`config.mk`:
```
export PLATFORM = sky130hd
export DESIGN_NAME = trail_stack_flat
export DESIGN_NICKNAME = d
export VERILOG_FILES = /design/src/rtl/trail_stack_if.sv /design/src/rtl/trail_stack.sv /design/src/flat_wrapper.sv
export SDC_FILE = /design/constraint.sdc
export NUM_CORES = 1
export LEC_CHECK = 0
export CORE_MARGIN = 3
export CORE_UTILIZATION = 65
export CTS_CLUSTER_DIAMETER = 200
export DETAILED_ROUTE_END_ITERATION = 8
export MAX_ROUTING_LAYER = met4
export PLACE_DENSITY_LB_ADDON = 0.1
export SYNTH_ARGS = -nofsm -noshare
export SYNTH_HDL_FRONTEND = slang
export SYNTH_SLANG_ARGS = --single-unit
```
`constraint.sdc`:
```
create_clock -name clk -period 15.8 [get_ports clk]
set_clock_uncertainty 0.15 [all_clocks]
set_input_delay 3.16 -clock clk [delete_from_list [all_inputs] [get_ports clk]]
set_output_delay 3.16 -clock clk [all_outputs]
set_load 0.01 [all_outputs]
```
`src/rtl/trail_stack_if.sv`:
```
// Command/response bundle between the solver engines and the assignment trail.
// The master drives commands; the slave (trail_stack) returns popped entries and status.
interface trail_stack_if #(
    parameter int VAR_W = 8,
    parameter int CNT_W = 8
);
    logic             en;
    logic             push;
    logic             pop;
    logic             backtrack;
    logic             type_in;
    logic             val_in;
    logic [VAR_W-1:0] variable_in;
    logic             out_valid;
    logic             type_out;
    logic             val_out;
    logic [VAR_W-1:0] variable_out;
    logic             bt_done;
    logic             bt_root;
    logic             busy;
    logic             empty;
    logic             full;
    logic [CNT_W-1:0] count;
    logic [CNT_W-1:0] level;
    logic             err;

    modport master (
        output en, push, pop, backtrack, type_in, val_in, variable_in,
        input  out_valid, type_out, val_out, variable_out,
        input  bt_done, bt_root, busy, empty, full, count, level, err
    );

    modport slave (
        input  en, push, pop, backtrack, type_in, val_in, variable_in,
        output out_valid, type_out, val_out, variable_out,
        output bt_done, bt_root, busy, empty, full, count, level, err
    );
endinterface

```
`src/rtl/trail_stack.sv`:
```
// Assignment trail: LIFO of {type, val, variable} with push/pop/replace and a
// multi-cycle unwind to (and including) the most recent decision.
module trail_stack #(
    parameter int NUM_VARIABLE = 128,
    parameter int VAR_W        = $clog2(NUM_VARIABLE) + 1,
    parameter int CNT_W        = $clog2(NUM_VARIABLE + 1)
) (
    input  logic           clk,
    input  logic           reset,
    trail_stack_if.slave   bus
);
    localparam int AW = (NUM_VARIABLE > 1) ? $clog2(NUM_VARIABLE) : 1;
    localparam int EW = VAR_W + 2;

    typedef enum logic {S_IDLE, S_UNWIND} state_t;

    logic [EW-1:0]    r_mem [NUM_VARIABLE];
    state_t           r_state, w_state_nx;
    logic [CNT_W-1:0] r_count, w_count_nx;
    logic [CNT_W-1:0] r_level, w_level_nx;
    logic             r_err, w_err_nx;
    logic             r_out_valid, w_out_valid_nx;
    logic             r_bt_done, w_bt_done_nx;
    logic             r_bt_root, w_bt_root_nx;
    logic [EW-1:0]    r_entry, w_entry_nx;

    logic             w_we;
    logic [AW-1:0]    w_waddr;
    logic [AW-1:0]    w_top_addr;
    logic [EW-1:0]    w_top;
    logic [EW-1:0]    w_wdata;
    logic             w_top_type;
    logic             w_empty;
    logic             w_full;

    assign w_empty    = (r_count == '0);
    assign w_full     = (r_count == CNT_W'(NUM_VARIABLE));
    assign w_top_addr = AW'(r_count - CNT_W'(1));
    assign w_top      = r_mem[w_top_addr];
    assign w_top_type = w_top[EW-1];
    assign w_wdata    = {bus.type_in, bus.val_in, bus.variable_in};

    always_comb begin
        w_state_nx     = r_state;
        w_count_nx     = r_count;
        w_level_nx     = r_level;
        w_err_nx       = r_err;
        w_out_valid_nx = 1'b0;
        w_bt_done_nx   = 1'b0;
        w_bt_root_nx   = 1'b0;
        w_entry_nx     = r_entry;
        w_we           = 1'b0;
        w_waddr        = r_count[AW-1:0];
        case (r_state)
            S_IDLE: begin
                if (bus.backtrack) begin
                    if (w_empty) begin
                        w_bt_done_nx = 1'b1;
                        w_bt_root_nx = 1'b1;
                    end else begin
                        w_state_nx = S_UNWIND;
                    end
                end else if (bus.push && bus.pop) begin
                    // Replace top: old entry streams out, new one lands in the same slot
                    if (w_empty) begin
                        w_err_nx = 1'b1;
                    end else begin
                        w_out_valid_nx = 1'b1;
                        w_entry_nx     = w_top;
                        w_we           = 1'b1;
                        w_waddr        = w_top_addr;
                        w_level_nx     = r_level - CNT_W'(w_top_type) + CNT_W'(bus.type_in);
                    end
                end else if (bus.push) begin
                    if (w_full) begin
                        w_err_nx = 1'b1;
                    end else begin
                        w_we       = 1'b1;
                        w_count_nx = r_count + CNT_W'(1);
                        w_level_nx = r_level + CNT_W'(bus.type_in);
                    end
                end else if (bus.pop) begin
                    if (w_empty) begin
                        w_err_nx = 1'b1;
                    end else begin
                        w_out_valid_nx = 1'b1;
                        w_entry_nx     = w_top;
                        w_count_nx     = r_count - CNT_W'(1);
                        w_level_nx     = r_level - CNT_W'(w_top_type);
                    end
                end
            end
            S_UNWIND: begin
                w_out_valid_nx = 1'b1;
                w_entry_nx     = w_top;
                w_count_nx     = r_count - CNT_W'(1);
                if (w_top_type) begin
                    w_level_nx   = r_level - CNT_W'(1);
                    w_bt_done_nx = 1'b1;
                    w_state_nx   = S_IDLE;
                end else if (r_count == CNT_W'(1)) begin
                    w_bt_done_nx = 1'b1;
                    w_bt_root_nx = 1'b1;
                    w_state_nx   = S_IDLE;
                end
            end
            default: w_state_nx = S_IDLE;
        endcase
    end

    always_ff @(posedge clk or negedge reset) begin
        if (!reset) begin
            r_state     <= S_IDLE;
            r_count     <= '0;
            r_level     <= '0;
            r_err       <= 1'b0;
            r_out_valid <= 1'b0;
            r_bt_done   <= 1'b0;
            r_bt_root   <= 1'b0;
            r_entry     <= '0;
        end else if (bus.en) begin
            r_state     <= w_state_nx;
            r_count     <= w_count_nx;
            r_level     <= w_level_nx;
            r_err       <= w_err_nx;
            r_out_valid <= w_out_valid_nx;
            r_bt_done   <= w_bt_done_nx;
            r_bt_root   <= w_bt_root_nx;
            r_entry     <= w_entry_nx;
        end
    end

    always_ff @(posedge clk) begin
        if (bus.en && w_we) begin
            r_mem[w_waddr] <= w_wdata;
        end
    end

    assign bus.out_valid    = r_out_valid;
    assign bus.type_out     = r_entry[EW-1];
    assign bus.val_out      = r_entry[EW-2];
    assign bus.variable_out = r_entry[VAR_W-1:0];
    assign bus.bt_done      = r_bt_done;
    assign bus.bt_root      = r_bt_root;
    assign bus.busy         = (r_state == S_UNWIND);
    assign bus.empty        = w_empty;
    assign bus.full         = w_full;
    assign bus.count        = r_count;
    assign bus.level        = r_level;
    assign bus.err          = r_err;
endmodule

```
`src/flat_wrapper.sv`:
```
// flat-port wrapper written by rule: the top's interface ports become plain ports
module trail_stack_flat 
#(
    parameter int NUM_VARIABLE = 128,
    parameter int VAR_W        = $clog2(NUM_VARIABLE) + 1,
    parameter int CNT_W        = $clog2(NUM_VARIABLE + 1)
)
  (clk, reset, bus_en, bus_push, bus_pop, bus_backtrack, bus_type_in, bus_val_in, bus_variable_in, bus_out_valid, bus_type_out, bus_val_out, bus_variable_out, bus_bt_done, bus_bt_root, bus_busy, bus_empty, bus_full, bus_count, bus_level, bus_err);
  trail_stack_if #(.VAR_W(VAR_W), .CNT_W(CNT_W)) bus_i ();
  input  logic clk;
  input  logic reset;
  input wire logic [$bits(bus_i.en)-1:0] bus_en;
  input wire logic [$bits(bus_i.push)-1:0] bus_push;
  input wire logic [$bits(bus_i.pop)-1:0] bus_pop;
  input wire logic [$bits(bus_i.backtrack)-1:0] bus_backtrack;
  input wire logic [$bits(bus_i.type_in)-1:0] bus_type_in;
  input wire logic [$bits(bus_i.val_in)-1:0] bus_val_in;
  input wire logic [$bits(bus_i.variable_in)-1:0] bus_variable_in;
  output wire logic [$bits(bus_i.out_valid)-1:0] bus_out_valid;
  output wire logic [$bits(bus_i.type_out)-1:0] bus_type_out;
  output wire logic [$bits(bus_i.val_out)-1:0] bus_val_out;
  output wire logic [$bits(bus_i.variable_out)-1:0] bus_variable_out;
  output wire logic [$bits(bus_i.bt_done)-1:0] bus_bt_done;
  output wire logic [$bits(bus_i.bt_root)-1:0] bus_bt_root;
  output wire logic [$bits(bus_i.busy)-1:0] bus_busy;
  output wire logic [$bits(bus_i.empty)-1:0] bus_empty;
  output wire logic [$bits(bus_i.full)-1:0] bus_full;
  output wire logic [$bits(bus_i.count)-1:0] bus_count;
  output wire logic [$bits(bus_i.level)-1:0] bus_level;
  output wire logic [$bits(bus_i.err)-1:0] bus_err;
  assign bus_i.en = bus_en;
  assign bus_i.push = bus_push;
  assign bus_i.pop = bus_pop;
  assign bus_i.backtrack = bus_backtrack;
  assign bus_i.type_in = bus_type_in;
  assign bus_i.val_in = bus_val_in;
  assign bus_i.variable_in = bus_variable_in;
  assign bus_out_valid = bus_i.out_valid;
  assign bus_type_out = bus_i.type_out;
  assign bus_val_out = bus_i.val_out;
  assign bus_variable_out = bus_i.variable_out;
  assign bus_bt_done = bus_i.bt_done;
  assign bus_bt_root = bus_i.bt_root;
  assign bus_busy = bus_i.busy;
  assign bus_empty = bus_i.empty;
  assign bus_full = bus_i.full;
  assign bus_count = bus_i.count;
  assign bus_level = bus_i.level;
  assign bus_err = bus_i.err;
  trail_stack #(.NUM_VARIABLE(NUM_VARIABLE), .VAR_W(VAR_W), .CNT_W(CNT_W)) u_core (.clk(clk), .reset(reset), .bus(bus_i));
endmodule
```
==> metrics.cfg <==
[synth]
synth_top_area_cell=edfxtp_1
synth.top_cell.area_share_pct=73.7
synth_nets=2460
synth_edf_count=1280
synth_cell_type_count=69
synth_cells=2434
yosysMostFrequentCell=edfxtp_1
synth_area_leaders=edfxtp_1 74%, mux4_2 17%, dfrtp_1 1.5%
synth-main-ff-cell=edfxtp_1
ys_seq_elements=1311
async_flop_share_pct=2.36
yosysSeqAreaShare_pct=75.2
synth_area_um2=52100
yosysWarnings=0
synth.avg_cell_area_um2=21.4
synthTopCellsByCount=1280 x edfxtp_1, 389 x mux4_2, 161 x nor2_1

[clocking]
cts.repair.resized=0
htree_num_levels=4
cts_buffer_depth=3
cts_buffers=130
path_clk_slew_ns=0.06
insertion_delay_ns=0.74
cts_setup_buffers=0
cts_tree=yes
cts_root_buf=clkbuf_16
cts_sinks=1311
hold_buffers=0

[sta]
finalHoldWorstSlack_ns=0.345
timing.slew.headroom_pct=19.9
tightest_slew_ns=1.20
slew_violations=0
hold_viol=0
worst_slack_ns=7.04
fin_crit_sh_pct=55.4
max_freq_mhz=114
final.setup.tns_ns=0
finalCriticalPeriod_ns=8.76
rsz0062_at_grt=no
finalSetupViolations=0

[route]
drtPass1Iterations=5
detail-route-antenna-nets=0
avgRoutedWirePerCell_um=34.0
vias_per_cell=7.02
drc=0
routed_wirelength_um=125000
drt_iter0_markers=3453
num_vias=25800

[layout]
final-seq-area_um2=39200
multi_input_area_um2=12200
fillers=4385
fin_cells=3672
nNetsFinal=2541
drive_above_1_share_pct=25.3
areaGrowthSynthToFinish_pct=11.0

[global_route]
use_met2_pct=48.9
met1_usage_pct=45.0
grt_use_total_pct=32.1
grt_start_max_net_pins=131
busiest_layer=met2
grt_pass1_wl_um=183000
grt_antenna_before_repair=0
grt_pass1_vias=25800
use_met3_pct=6.50
gr-total-overflow=0

[floorplan]
die_area_um2=83700
initial_utilization_pct=65.8
num_io_pins=49
die_h_um=289
rows=103
die-width_um=289
core_um2=79300

[status]
status=completed

[setup_path]
r2r_setup_slack_ns=7.04
crit_required_ns=16.23
crit_fanout=54
startpoint=u_core.bus.count[0]
crit_end=u_core.bus.level[7]
rr_endpoint=u_core.bus.level[7]
worstPathArrival_ns=9.19
cp-start-kind=register
critical_path_class=register to register
r2r-start=u_core.bus.count[0]
end_kind=register
reg2reg_depth=21

[hold_path]
hp-class=register to register

[place]
dp_cells=3433
port_buffers=48
preCtsSetupSlack_ns=7.16
hpwl_um=73200
gp_congestion=0.920

[pwr]
ir_drop_mv=0.262
power.density_nw_per_um2=195
p_leak_nw=18.0

[flow_run]
drv_cap=0

cell usage in the layout (no fill, tap or decap), types with 4 or more instances in the layout:
cell,count
a211oi_1,24
a21oi_1,15
a31oi_1,12
buf_4,50
bufinv_16,13
clkbuf_1,16
clkbuf_16,134
clkdlybuf4s50_1,37
clkinv_1,30
clkinv_2,24
clkinv_8,5
clkinvlp_4,7
dfrtp_1,30
edfxtp_1,1280
ha_1,9
inv_1,19
inv_6,4
mux2i_1,53
mux4_2,389
nand2_1,97
nand2b_1,4
nand3_1,16
nand3b_1,6
nand4_1,4
nor2_1,160
nor2b_1,11
nor3_1,13
o211ai_1,4
o21a_1,5
o21ai_0,33
o22ai_1,9
o31ai_1,4
or3_1,7
xnor2_1,10
xor2_1,10
area by class of cell:
type                    instances  area share [%]
repair buffers                 89            1.33
clock buffers                 152            5.94
inverters                      20           0.130
flip-flops and latches       1311            67.8
diodes                          1         0.00432
well taps                    1050            2.27
multi-input cells             963            21.1
clock inverters                86            1.43
sequential cells by signal, indices dropped and copies added (netlist names):
name	count
u_core.bus.level	8
u_core.bus.out_valid	1
u_core.bus.count	8
u_core.r_entry	10
u_core.bus.err	1
u_core.bus.busy	1
u_core.bus.bt_done	1
u_core.r_mem	1280
u_core.bus.bt_root	1
critical path: stages, from the launching register on:
cell and delay, ns:
dfrtp_4 0.97, inv_1 0.60, ha_4 0.83, buf_4 0.77, buf_4 0.64, mux4_2 0.41, nand2_1 0.08, nand3_1 0.13
nand3_1 0.17, a32oi_2 0.22, nor3b_4 0.52, inv_2 0.16, ha_1 0.26, ha_1 0.31, xor2_1 0.21, and3_1 0.31
nand2_1 0.13, or4_1 0.52, a21boi_1 0.15, o21ai_0 0.18, a31o_2 0.29, or4_1 0.50
power breakdown:
group / internal [mW] / leakage, nW / switching, mW
clock network: 1.78 / 2.08 / 1.29
logic: 1.92 / 4.09 / 2.33
registers: 3.86 / 11.9 / 0.127
how the worst min path moves through the flow:
stage                         to  cells past startpoint               from  slack (ns)
2_1_floorplan     u_core.bus.err                      1     u_core.bus.err        0.35
3_3_place_gp   u_core.r_entry[7]                      2  u_core.r_entry[7]        0.33
3_5_place_dp   u_core.r_entry[7]                      2  u_core.r_entry[7]        0.33
4_1_cts        u_core.r_entry[6]                      2  u_core.r_entry[6]        0.34
5_1_grt           u_core.bus.err                      1     u_core.bus.err        0.37
6_report       u_core.r_entry[6]                      2  u_core.r_entry[6]        0.34
per-layer routing:
layer,routed length (um),vias up,share of wire [%]
met1,47200,13700,38
li1,-,10300,-
met2,61700,1551,49
met3,12100,221,9.7
met5,0,-,0
met4,3830,0,3.1
per-stage QoR:
stage               utilization, %  power (mW)  instance area [um2]
floorplan                        -        6.91                52100
global placement              67.6        8.22                53600
detailed placement            67.6        8.26                53600
CTS                           73.0        11.3                57900
global route                  73.0        11.7                57900
finish                        73.0        11.3                57900
cells by family (layout without fill, tap and decap cells):
logic type | Yosys count | count (layout) | share of synthesized area (%)
AOI/OAI and AO/OA | 142 | 142 | 1.90
xor gates and xnor gates | 24 | 24 | 0.454
DFF | 1311 | 1311 | 75.2
buffers and inverters | 160 | 347 | 1.44
adders and majority gates | 10 | 10 | 0.240
and+or+nand+nor | 345 | 345 | 2.94
other | 0 | 1 | 0
muxes | 442 | 442 | 17.8
No activity file was read; power rests on OpenSTA's default activity.
==> patch: new RTL, same flow settings <==
Compare `r_count` against `CNT_W'(NUM_VARIABLE)` with >= in place of ==.
--- a/src/rtl/trail_stack.sv
+++ b/src/rtl/trail_stack.sv
@@ -34,7 +34,7 @@
     logic             w_full;
 
     assign w_empty    = (r_count == '0);
-    assign w_full     = (r_count == CNT_W'(NUM_VARIABLE));
+    assign w_full     = (r_count >= CNT_W'(NUM_VARIABLE));
     assign w_top_addr = AW'(r_count - CNT_W'(1));
     assign w_top      = r_mem[w_top_addr];
     assign w_top_type = w_top[EW-1];
Behaviour: same outputs for any inputs over 4 cycles, from zero or initial values and one cycle with reset low; that may be too few to reach the edited logic, so the function may still have changed.
==> patch against the unedited design <==
Wire length is 0.59% higher. Die area fell by 0.12%. Area after synthesis down 0.13%. Cell area decreased by 0.42%. Setup slack improved by 0.76 ns. Sequential cell count is the same. Power grew 1.0%. Largest cell class unchanged. Largest power group unchanged.
==> patch: results (changes against the unedited design) <==
placed_design:
  io_buffers: 48  # unchanged
  dp_hpwl_um: 74100  # +1.3%
  place_area_um2: 53500  # -0.22%
  gp_congestion: 0.927  # +0.72%
  dp.cells: 3470  # +1.1%
  place_ws_ns: 7.63  # +0.470 ns
worst_setup_path:
  worstPathArrival_ns: 8.46  # -0.73 ns
  worst-path-max-fanout: 119  # +120%
  max_stage_delay_ns: 0.90  # -0.07 ns
  ff2ff_setup_slack_ns: 7.80  # +0.76 ns
  path_delay_family: "compound AO/OA/AOI/OAI gates"
  critPathSlowestCell: "ha_4"
global_route:
  first_global_vias: 25900  # +0.40%
  grt_use_total_pct: 32.2  # +0.11 points
  grt_max_degree: 120  # -8.4%
  grt_pass1_wl_um: 184000  # +0.41%
  antenna_found_initial: 5  # +5
final_layout:
  final_nets: 2579  # +1.5%
  top_regs: "u_core.r_mem (1280), u_core.r_entry (10)"
  stdcell_count: 3710  # +1.0%
  drive_gt1_share_pct: 23.9  # -1.4 points
route:
  drtIter0Drc: 3725  # +7.9%
  first_pass_iters: 6  # +1
  vias_per_cell: 7.04  # +0.31%
  wire_per_inst_um: 33.9  # -0.44%
logic_synthesis:
  synthMuxAreaShare_pct: 17.0  # -0.79 points
  synth_compound_area_share_pct: 2.02  # +0.12 points
  synth_area_leaders: "edfxtp_1 (74%), mux4_2 (17%), dfrtp_1 (1.5%)"
  synth_common_cells: "edfxtp_1 (1280), mux4_2 (384), nor2_1 (163), nand2_1 (150), clkbuf_1 (68)"
  syn_inst: 2481  # +1.9%
  yosysSeqAreaShare_pct: 75.3  # +0.098 points
  synth.most_common_cell: "edfxtp_1"
  synth_xor_area_share_pct: 0.454  # +0.00059 points
  synth.distinct_cells: 61  # -12%
power_and_ir_drop:
  leakagePower_nw: 18.0  # -0.22%
  peakVddDrop_uv: 196  # -25%
  p_sw_mw: 3.97  # +5.7%
sta:
  fin_ws_ns: 7.80  # +0.761 ns
  tightest_slew_ns: 1.22  # +0.0202 ns
  hold_slack_ns: 0.359  # +0.0145 ns
clocking:
  cts-buffers-inserted: 131  # +0.77%
  cts_resized: 0  # unchanged
  cts-htree-levels: 4  # unchanged
  post_cts_buffers: 0  # unchanged
status:
  status: "finished clean"
worst_hold_path:
  worstHoldStart: "u_core.bus.err"
  hold_path_end: "u_core.bus.err"
  hold_depth: 1  # -1
patch: cell types whose count changed in the layout (fill, tap and decap cells not counted), sizes merged, moves of 4 or more:
cell    change
o31ai       -4
nand2      +50
bufinv      -5
mux2i      -31
nand3       +9
a21oi      +16
a32oi       +6
and2       +18
buf         -8
clkbuf      +6
o21ai       -5
a31oi      +13
mux4        -5
nand3b      -4
patch: cell type report:
class                   instances  area, µm²
fillers                      4552      21500
inverters                      17       63.8
diodes                          3       7.51
clock buffers                 158       3410
flip-flops and latches       1311      39200
repair buffers                 81        748
clock inverters                79        731
well taps                    1050       1310
multi-input cells            1011      12100
patch: per-layer routing:
metal	wire [µm]	track usage, %
met1	48800	47.2
met2	59500	47.1
met3	13300	6.39
met4	4080	10.1
met5	0	-
patch: power groups by stage:
stage                     combinational, mW  sequential, mW  clock (mW)
after floorplan                        2.97            3.98           0
after global placement                 4.36            4.05           0
after detailed placement               4.40            4.05           0
after CTS                              4.43            3.98        3.03
after global routing                   4.61            3.99        3.16
final                                  4.44            3.99        3.00
